===== src/rtl/latch_write_ctrl.sv =====
// latch_write_ctrl: assembles a serial MSB-first bit stream into a word and writes it to a
// D-latch memory with a registered enable pulse framed by setup and hold intervals.
module latch_write_ctrl #(
  parameter int WIDTH        = 8,
  parameter int SETUP_CYCLES = 1,
  parameter int EN_CYCLES    = 2,
  parameter int HOLD_CYCLES  = 1
) (
  input  logic             clk,
  input  logic             rst_n,
  input  logic             bit_in,
  input  logic             bit_valid,
  output logic             bit_ready,
  output logic [WIDTH-1:0] data_out,
  output logic             latch_en,
  output logic             busy,
  output logic             done,
  output logic [7:0]       write_count
);
  localparam int MAXC = (SETUP_CYCLES > EN_CYCLES) ?
                        ((SETUP_CYCLES > HOLD_CYCLES) ? SETUP_CYCLES : HOLD_CYCLES) :
                        ((EN_CYCLES > HOLD_CYCLES) ? EN_CYCLES : HOLD_CYCLES);
  localparam int TW = $clog2(MAXC + 1);
  localparam int CW = $clog2(WIDTH);
  typedef enum logic [2:0] {IDLE, SHIFT, SETUP, ENABLE, HOLD} state_t;
  state_t           state_q, state_d;
  logic [WIDTH-1:0] shift_q, shift_d, data_q, data_d, word;
  logic [CW-1:0]    cnt_q, cnt_d;
  logic [TW-1:0]    timer_q, timer_d;
  logic             ready_q, ready_d, en_q, en_d, busy_q, busy_d, done_q, done_d;
  logic [7:0]       wcnt_q, wcnt_d;
  logic             accept;
  assign word   = {shift_q[WIDTH-2:0], bit_in};
  assign accept = bit_valid && ready_q && (state_q == SHIFT);
  always_comb begin
    state_d = state_q;
    shift_d = shift_q;
    data_d  = data_q;
    cnt_d   = cnt_q;
    timer_d = timer_q;
    ready_d = ready_q;
    en_d    = en_q;
    busy_d  = busy_q;
    done_d  = 1'b0;
    wcnt_d  = wcnt_q;
    case (state_q)
      IDLE: begin
        state_d = SHIFT;
        ready_d = 1'b1;
      end
      SHIFT: if (accept) begin
        shift_d = word;
        if (cnt_q == CW'(WIDTH - 1)) begin
          data_d  = word;
          cnt_d   = '0;
          ready_d = 1'b0;
          timer_d = '0;
          busy_d  = 1'b1;
          state_d = SETUP;
        end else begin
          cnt_d = cnt_q + CW'(1);
        end
      end
      SETUP: if (timer_q == TW'(SETUP_CYCLES - 1)) begin
        en_d    = 1'b1;
        timer_d = '0;
        state_d = ENABLE;
      end else begin
        timer_d = timer_q + TW'(1);
      end
      ENABLE: if (timer_q == TW'(EN_CYCLES - 1)) begin
        en_d    = 1'b0;
        timer_d = '0;
        state_d = HOLD;
      end else begin
        timer_d = timer_q + TW'(1);
      end
      HOLD: if (timer_q == TW'(HOLD_CYCLES - 1)) begin
        timer_d = '0;
        ready_d = 1'b1;
        busy_d  = 1'b0;
        done_d  = 1'b1;
        wcnt_d  = wcnt_q + 8'd1;
        state_d = SHIFT;
      end else begin
        timer_d = timer_q + TW'(1);
      end
      default: state_d = IDLE;
    endcase
  end
  // Async clear so latch_en drops the moment reset asserts, whatever the state.
  always_ff @(posedge clk or negedge rst_n) begin
    if (!rst_n) begin
      state_q <= IDLE;
      shift_q <= '0;
      data_q  <= '0;
      cnt_q   <= '0;
      timer_q <= '0;
      ready_q <= 1'b0;
      en_q    <= 1'b0;
      busy_q  <= 1'b0;
      done_q  <= 1'b0;
      wcnt_q  <= '0;
    end else begin
      state_q <= state_d;
      shift_q <= shift_d;
      data_q  <= data_d;
      cnt_q   <= cnt_d;
      timer_q <= timer_d;
      ready_q <= ready_d;
      en_q    <= en_d;
      busy_q  <= busy_d;
      done_q  <= done_d;
      wcnt_q  <= wcnt_d;
    end
  end
  assign bit_ready   = ready_q;
  assign data_out    = data_q;
  assign latch_en    = en_q;
  assign busy        = busy_q;
  assign done        = done_q;
  assign write_count = wcnt_q;
endmodule

===== config.mk =====
export PLATFORM = sky130hd
export DESIGN_NAME = latch_write_ctrl
export DESIGN_NICKNAME = d
export VERILOG_FILES = /design/src/rtl/latch_write_ctrl.sv
export SDC_FILE = /design/constraint.sdc
export NUM_CORES = 1
export LEC_CHECK = 0
export ABC_AREA = 1
export CORE_ASPECT_RATIO = 0.75
export CORE_MARGIN = 2
export CORE_UTILIZATION = 57
export CTS_CLUSTER_DIAMETER = 40
export CTS_CLUSTER_SIZE = 40
export DETAILED_ROUTE_END_ITERATION = 12
export GPL_TIMING_DRIVEN = 1
export PLACE_DENSITY = 0.85
export SLEW_MARGIN = 20
export SYNTH_ARGS = -nofsm -noshare
export SYNTH_HDL_FRONTEND = slang
export SYNTH_SLANG_ARGS = --single-unit

===== constraint.sdc =====
create_clock -name clk -period 4 [get_ports clk]
set_input_delay 0.6 -clock clk [delete_from_list [all_inputs] [get_ports clk]]
set_output_delay 0.6 -clock clk [all_outputs]
set_load 0.02 [all_outputs]

# Yosys cells after proc, flatten, opt, wreduce, memory -nomap -nowiden
# Cells that the tools add are included.
# classes
mux,24
eq_ne,11
reduce_logical,17
add_sub_neg,3
# ops
operator,n
two-way mux 3 bit,6
case mux 3 bit (5 select lines),1
two-way mux 1 bit,9
AND reduction 3 bit,3
"adder 8 x 1 -> 8 bit, second input constant",1
two-way mux 2 bit,4
"inequality test 2 bit, second input constant",4
AND reduction 4 bit,2
"== test 3 x 2 -> 1 bit, second input constant",2
"== test 3 bit, second input constant",2
case mux 2 bit (3 select lines),1
nonzero test 3 bit,2
AND reduction 5 bit,1
case mux 1 bit (2 select lines),2
AND reduction 2 bit,2
nonzero test 2 bit,2
"adder 3 x 1 -> 3 bit, second input constant",1
"== test 3 x 1 -> 1 bit, second input constant",1
logical NOT 3 bit,1
case mux 1 bit (3 select lines),1
"adder 2 x 1 -> 2 bit, second input constant",1
"== test 2 x 1 -> 1 bit, second input constant",1
logical AND 1 bit,2
logical NOT 2 bit,1
other kinds (2),2
# totals
in_bits,4
out_inout_bits,20
regBits,35

# Depth between registers and ports, before layout
# depth
depth_word,4
depth_mapped,8
ltp_nobuf,8

# Least setup slack after synthesis
# No wires, ideal clock.
# synth_path
path_kind,register to register
startpoint,register cnt_q[0]
endpoint,register state_q[0]
setup_ns,0.120
path_stages_with_launch,9
slack_ns,2.705
arrival_ns,1.174
cell_sequence,dfrtp_1 > ha_1 > ha_1 > nand3_1 > nand3_1 > nand2_1 > nor2_1 > nand2_1 > nand2_1
# synth_between
elab_chain_cells,3
# synth_rtl
item,line_no,rtl
"start, declared",28,"logic [CW-1:0] cnt_q, cnt_d;"
"start signal, assigned",108,cnt_q <= cnt_d;
== test 3 bit,53,if (cnt_q == CW'(WIDTH - 1)) begin
inequality test 2 x 1 -> 1 bit (no line),-,
AND reduction 5 bit (no line),-,
"end signal, assigned",105,state_q <= state_d;
"end, declared",26,"state_t state_q, state_d;"
# No other way between the ends.
# A chain may end at the register's enable or synchronous reset.

# Worst setup path in the final report
# layout_path
startpoint,"register wcnt_q[0], in the netlist write_count[0]"
endpoint,output write_count[0]
# layout_lines
item,line_no,rtl
"start, declared",31,"logic [7:0] wcnt_q, wcnt_d;"
"start signal, assigned",114,wcnt_q <= wcnt_d;
"end, declared",18,output logic [7:0] write_count
# No word-level cell between the ends.

==> flow_summary.yaml <==
run_status:
  outcome: "finished, final reports clean"
yosys:
  post-synth-top-area-fraction_pct: 52.0
  synth_common_cells: "71 x sky130_fd_sc_hd__nand2_1, 35 x sky130_fd_sc_hd__dfrtp_1, 24 x sky130_fd_sc_hd__inv_1"
  synth_most_common_cell: "sky130_fd_sc_hd__nand2_1"
  synthFlopType: "sky130_fd_sc_hd__dfrtp_1"
  netlist-cell-type-count: 25
  synth_area_sq_mm: 0.00168
  synth_warnings: 0
  async_set_or_reset_register_ratio_after_synthesis_pct: 100
  ys_top_cells_by_area: "sky130_fd_sc_hd__dfrtp_1 52%, sky130_fd_sc_hd__nand2_1 16%, sky130_fd_sc_hd__inv_1 5.4%"
  ys_seq_elements: 35
  ys_seq_area_share_pct: 52.0
  edff_count_synth: 0
  yosys.area.top_type: "sky130_fd_sc_hd__dfrtp_1"
  synth.avg_cell_area_sq_um: 8.63
  synth.net_count: 205
  post_synth_inst_count: 195
routing:
  antenna_violating_nets_post_route: 0
  postRouteWirelength_mm: 2.87
  dr.first_iter.drc_count: 76
  firstDrtPassIters: 4
  drc_errors: 0
  wire_per_inst_microns: 11.0
  vias: 1267
  via_to_cell_ratio: 4.85
cts:
  htree_levels: 2
  clkSinkCount: 35
  post_cts_resized: 0
  cts.path.max_buffers: 2
  cts-buffers-inserted: 5
  cts_tree: "yes"
  hold_fix_buffers_cts: 0
  post_cts_buffers: 0
  cts.reportedPaths.clkPinSlew_ns: 0.07
  clock-root-buffer: "sky130_fd_sc_hd__clkbuf_8"
  clk_latency_ns: 0.29
die:
  floorplan.die_area_sq_mm: 0.00341
  floorplan.die.width_microns: 66.7
  vert_die_dim_microns: 51.1
  design.core.area_sq_mm: 0.00287
  io-pin-count: 24
  start_util_pct: 58.6
  rows: 17
sta:
  setup_repair_after_global_routing_missed_its_margin: "no"
  finalClockSkew_ns: 0.00552
  setup_ws_ns: 2.05
  slew_at_the_pin_closest_to_its_max_slew_limit_ns: 0.417
  fmaxAchievable_mhz: 513
  slew-limit-headroom_pct: 72.2
  finalHoldViolations: 0
  timing.final.setup_violations: 0
  whs_ns: 0.480
  final-max-slew-violation-count: 0
  layout_worst_path_cycle_share_pct: 48.7
  fin_tns_setup_ns: 0
  final_period_minus_worst_setup_slack_ns: 1.95
finish:
  multi_input_gate_area_sq_um: 678
  areaGrowthSynthToFinish_pct: 20.8
  storage_cell_area_sq_um: 876
  antenna_cells_inserted: 0
  drive_gt1_share_pct: 10.3
  postLayoutCoreUtil_pct: 70.8
  num-nets-final: 232
  fillerInstances: 238
global_routing:
  grt_util_all_layers_pct: 19.2
  via_count_of_the_first_global_routing_pass: 1155
  grt_start_max_net_pins: 36
  grt_pass1_wl_mm: 4.79
  antenna_found_initial: 0
  grt.overflow.total: 0
critical_path:
  crit_type: "reg2out"
  worst_setup_path_start_kind: "register"
  worst_ep_arrival_time_ns: 1.35
  worstSetupEndpointType: "output pin"
  critPathRequiredTime_ns: 3.40
  worst_path_largest_cell_delay_ns: 0.63
  timing.critical_path.buf_inv: 1
  critPathTopFamily: "buffers and inverters"
  timing.critical_path.fanout_max: 5
  path_cells: "clkdlybuf4s50_1"
  critPathSlowestCell: "sky130_fd_sc_hd__clkdlybuf4s50_1"
power_and_ir_drop:
  worst_ir_drop_vdd_v: 0.000434
  power_density_mw_per_mm2: 710
  power.total_mw: 1.44
  power_leakage_nw: 1.03
placement:
  placement.setup.worst_slack_ns: 1.91
  port_buffers: 23
  gp_congestion: 0.868
  dp_hpwl_mm: 2.08
min_path:
  holdCritPathClass: "reg2reg"
flow_run:
  maxCapViolCount: 0
[final cells by class]
type	instances	area share (%)
sequential	35	43.1
multi-input combinational	131	33.4
timing repair buffer	24	11.7
clock buffer	8	4.92
inverter	25	4.62
tap	38	2.34
[power by group]
part / switching (mW) / internal, mW / leakage, nW / total, mW
sequential: 0.108 / 0.480 / 0.457 / 0.588
combinational: 0.333 / 0.241 / 0.526 / 0.574
clock: 0.125 / 0.157 / 0.0515 / 0.283
[stage by stage]
| stage | instances | instance area, sq um |
|---|---|---|
| 2_1_floorplan | 195 | 1680 |
| 3_3_place_gp | 253 | 1930 |
| 3_5_place_dp | 253 | 1930 |
| 4_1_cts | 261 | 2030 |
| 5_1_grt | 261 | 2030 |
| 6_report | 261 | 2030 |
[registers in the layout, summed over array words and instances (netlist names)]
signal,flops
shift_q,7
write_count,8
state_q,3
cnt_q,3
busy,1
latch_en,1
timer_q,2
done,1
data_out,8
bit_ready,1
[placed cells by master (no fill, tap or decap), types with 2 or more instances in the layout]
cell,instances
sky130_fd_sc_hd__o21ai_0,10
sky130_fd_sc_hd__nand2_1,71
sky130_fd_sc_hd__nand3_1,11
sky130_fd_sc_hd__o21ai_1,3
sky130_fd_sc_hd__xnor2_1,2
sky130_fd_sc_hd__ha_1,6
sky130_fd_sc_hd__xor2_1,2
sky130_fd_sc_hd__nor2_1,7
sky130_fd_sc_hd__o21ai_2,7
sky130_fd_sc_hd__nor2_4,2
sky130_fd_sc_hd__inv_1,24
sky130_fd_sc_hd__clkdlybuf4s50_1,23
sky130_fd_sc_hd__clkbuf_8,7
sky130_fd_sc_hd__nor2_2,2
sky130_fd_sc_hd__dfrtp_1,35
[cells by family after synthesis]
family	share of synthesized area, %
AO/OA/AOI/OAI	8.25
flip-flops	52.0
buffers and inverters	7.66
AND/OR/NAND/NOR	25.5
adder cells (fa/ha/maj)	4.46
XOR/XNOR	2.08
[worst paths after layout]
kind,cells past startpoint,slack (ns),start,endpoint
setup / recovery,1,2.05,write_count[0]$_DFFE_PN0P_,write_count[0]
hold / removal,2,0.48,shift_q[3]$_DFFE_PN0P_,shift_q[4]$_DFFE_PN0P_
setup reg to reg,6,2.36,state_q[2]$_DFFE_PN0P_,data_out[5]$_DFFE_PN0P_
hold reg to reg,2,0.48,shift_q[3]$_DFFE_PN0P_,shift_q[4]$_DFFE_PN0P_
max in group asynchronous,2,2.98,rst_n,cnt_q[2]$_DFFE_PN0P_
min in group asynchronous,2,0.72,rst_n,state_q[1]$_DFFE_PN0P_
[metal layers]
| metal | share of wire (%) | GRT usage [%] | up-vias |
|---|---|---|---|
| met2 | 44 | 30.8 | 27 |
| met3 | 4.9 | 5.95 | 5 |
| li1 | - | - | 658 |
| met4 | 1.5 | 8.50 | 0 |
| met1 | 50 | 24.1 | 577 |
| met5 | 0 | 0 | - |
No activity file was read; power rests on OpenSTA's default activity.
==> RTL change (config.mk and constraints unchanged) <==
The 5 states of `state_t` get a Gray code encoding in 3 bits.
--- a/src/rtl/latch_write_ctrl.sv
+++ b/src/rtl/latch_write_ctrl.sv
@@ -22,7 +22,7 @@
                         ((EN_CYCLES > HOLD_CYCLES) ? EN_CYCLES : HOLD_CYCLES);
   localparam int TW = $clog2(MAXC + 1);
   localparam int CW = $clog2(WIDTH);
-  typedef enum logic [2:0] {IDLE, SHIFT, SETUP, ENABLE, HOLD} state_t;
+  typedef enum logic [2:0] {IDLE = 3'b000, SHIFT = 3'b001, SETUP = 3'b011, ENABLE = 3'b010, HOLD = 3'b110} state_t;
   state_t           state_q, state_d;
   logic [WIDTH-1:0] shift_q, shift_d, data_q, data_d, word;
   logic [CW-1:0]    cnt_q, cnt_d;
Function: same outputs for any inputs over 10 cycles, from zero or initial values and one cycle with rst_n low; not proved beyond that.
==> RTL change against the original RTL <==
- worst hold slack got worse by 0.0039 ns
- wire length rose by 16%
- fmax fell by 2.3%
- sequential share of layout area fell by 0.11 points
- sequential cell count did not move
- setup slack got worse by 0.045 ns
- area after synthesis fell by 2.2%
- die area fell by 2.1%
- combinational power fell by 7.8%
- total power rose by 1.5%
- largest cell class unchanged
- critical path type unchanged
- design area rose by 0.25%
- clock power rose by 31%
- highest routed layer unchanged
- via count rose by 4.4%
==> RTL change: results (changes against the original RTL) <==
| Metric | Value |
|---|---|
| Via/cell ratio | 5.229 (was 4.854) |
| Clock latency on the worst-skew pair | 0.28 ns |
| Reg power frac | 38.6% (was 40.7%) |
| Internal power | 928.0 µW (was 877.9 µW) |
| Post-synthesis compound-gate area fraction | 5.399% (was 8.253%) |
| Filler cell count | 190 (was 238) |
| Dpl hpwl | 2279 µm (was 2080 µm) |
| Layout Skew | 0.009903 ns (was 0.005521 ns) |
| Vias in the first global route | 1322 (was 1155) |
| Post-Syn Nets | 197 (was 205) |
| Placed cell areas | 0.001906 mm² (was 0.001933 mm²) |
| Largest net degree at the start of global routing | 36 (unchanged) |
| Wire per inst | 13.16 µm (was 11.00 µm) |
| Area share of fa/ha/maj cells after synthesis | 4.563% (was 4.461%) |
| Unique masters post-synth | 21 (was 25) |
| Largest stage delay, worst path | 0.65 ns (was 0.63 ns) |
| Clock root cell | clkbuf_8 (unchanged) |
| Clock buffer depth | 2 (unchanged) |
| First-pass GRT wire length | 6065 µm (was 4788 µm) |
| Sequential-to-total area share from yosys stat | 53.23% (was 52.04%) |
| Total setup buffers inserted after CTS | 0 (unchanged) |
| Post-synth top cells | 64 x nand2_1, 35 x dfrtp_1, 18 x inv_1 (was 71 x nand2_1, 35 x dfrtp_1, 24 x inv_1) |
| RD Place Congestion | 0.8544 (was 0.8678) |
| Max transition margin | 71.78% (was 72.17%) |
| Ranking of synthesized cells by area | dfrtp_1 53%, nand2_1 15%, ha_1 4.6%, inv_1 4.1%, nand3_1 3.7% (was dfrtp_1 52%, nand2_1 16%, inv_1 5.4%, ha_1 4.5%, o21ai_2 3.6%) |
| Num CTS Buffers | 5 (unchanged) |
| Crit-path slowest cell | clkdlybuf4s50_1 (unchanged) |
| Crit Path Max Fanout | 6 (was 5) |
| Asr flop ratio synth | 100.0% (unchanged) |
| First-pass iteration count of the detailed router | 4 (unchanged) |
| Final nets | 226 (was 232) |
| Worst vdd ir | 0.4990 mV (was 0.4339 mV) |
| Worst endpoint data arrival time | 1.39 ns (was 1.35 ns) |
| Status | finished clean (unchanged) |
| Multiplexer share of the synthesized area | 0% (unchanged) |
| Total leakage power | 0.001062 µW (was 0.001034 µW) |
| Leading cell type by number of instances after synthesis | nand2_1 (unchanged) |
| Synth Area in XOR/XNOR | 2.129% (was 2.082%) |
| Initial DRC count | 131 (was 76) |
| Hold Path Class | reg2reg (unchanged) |
| Total GRT Usage | 24.40% (was 19.25%) |
| Clock power frac | 25.2% (was 19.6%) |
| Ratio of cells with drive above 1 in the final layout | 12.44% (was 10.31%) |
-- RTL change: area by class of cell --
| class | count | area (µm²) | area share [%] |
|---|---|---|---|
| clock buffer | 6 | 72.57 | 3.560 |
| clock inverter | 2 | 60.06 | 2.947 |
| inverter | 25 | 96.34 | 4.727 |
| multi-input combinational | 125 | 650.6 | 31.92 |
| sequential | 35 | 875.8 | 42.97 |
| tap | 36 | 45.04 | 2.210 |
| timing repair buffer | 24 | 237.7 | 11.66 |
-- RTL change: stage by stage --
stage / worst slack [ns] / instances / total power, µW / util, %
finish: 2.006 / 253 / 1466 / 75.98
CTS: 2.011 / 253 / 1477 / 75.98
detailed placement: 2.048 / 245 / 1098 / 71.04
global placement: 2.126 / 245 / 1052 / 71.04
floorplan: 2.619 / 187 / 908.5 / -
global route: 1.966 / 253 / 1583 / 75.98
-- RTL change: path summary, 6_finish.rpt --
| check | slack [ns] | depth (start not counted) | startpoint | endpoint |
|---|---|---|---|---|
| min in group asynchronous | 0.73 | 2 | rst_n | cnt_q[2]$_DFFE_PN0P_ |
| worst min register to register | 0.48 | 2 | latch_en$_DFFE_PN0P_ | latch_en$_DFFE_PN0P_ |
| max in group asynchronous | 2.97 | 2 | rst_n | state_q[2]$_DFFE_PN0P_ |
| worst min-delay path | 0.48 | 2 | latch_en$_DFFE_PN0P_ | latch_en$_DFFE_PN0P_ |
| worst max register to register | 2.48 | 9 | cnt_q[0]$_DFFE_PN0P_ | state_q[0]$_DFFE_PN0P_ |
| worst max-delay path | 2.01 | 1 | write_count[5]$_DFFE_PN0P_ | write_count[5] |
-- RTL change: routing by layer --
metal,track usage [%],share of wire (%),up-vias
met3,6.278,5.6,8
met4,8.163,2.1,0
met5,0,0,-
met2,40.57,49,44
li1,-,-,648
met1,31.33,43,623
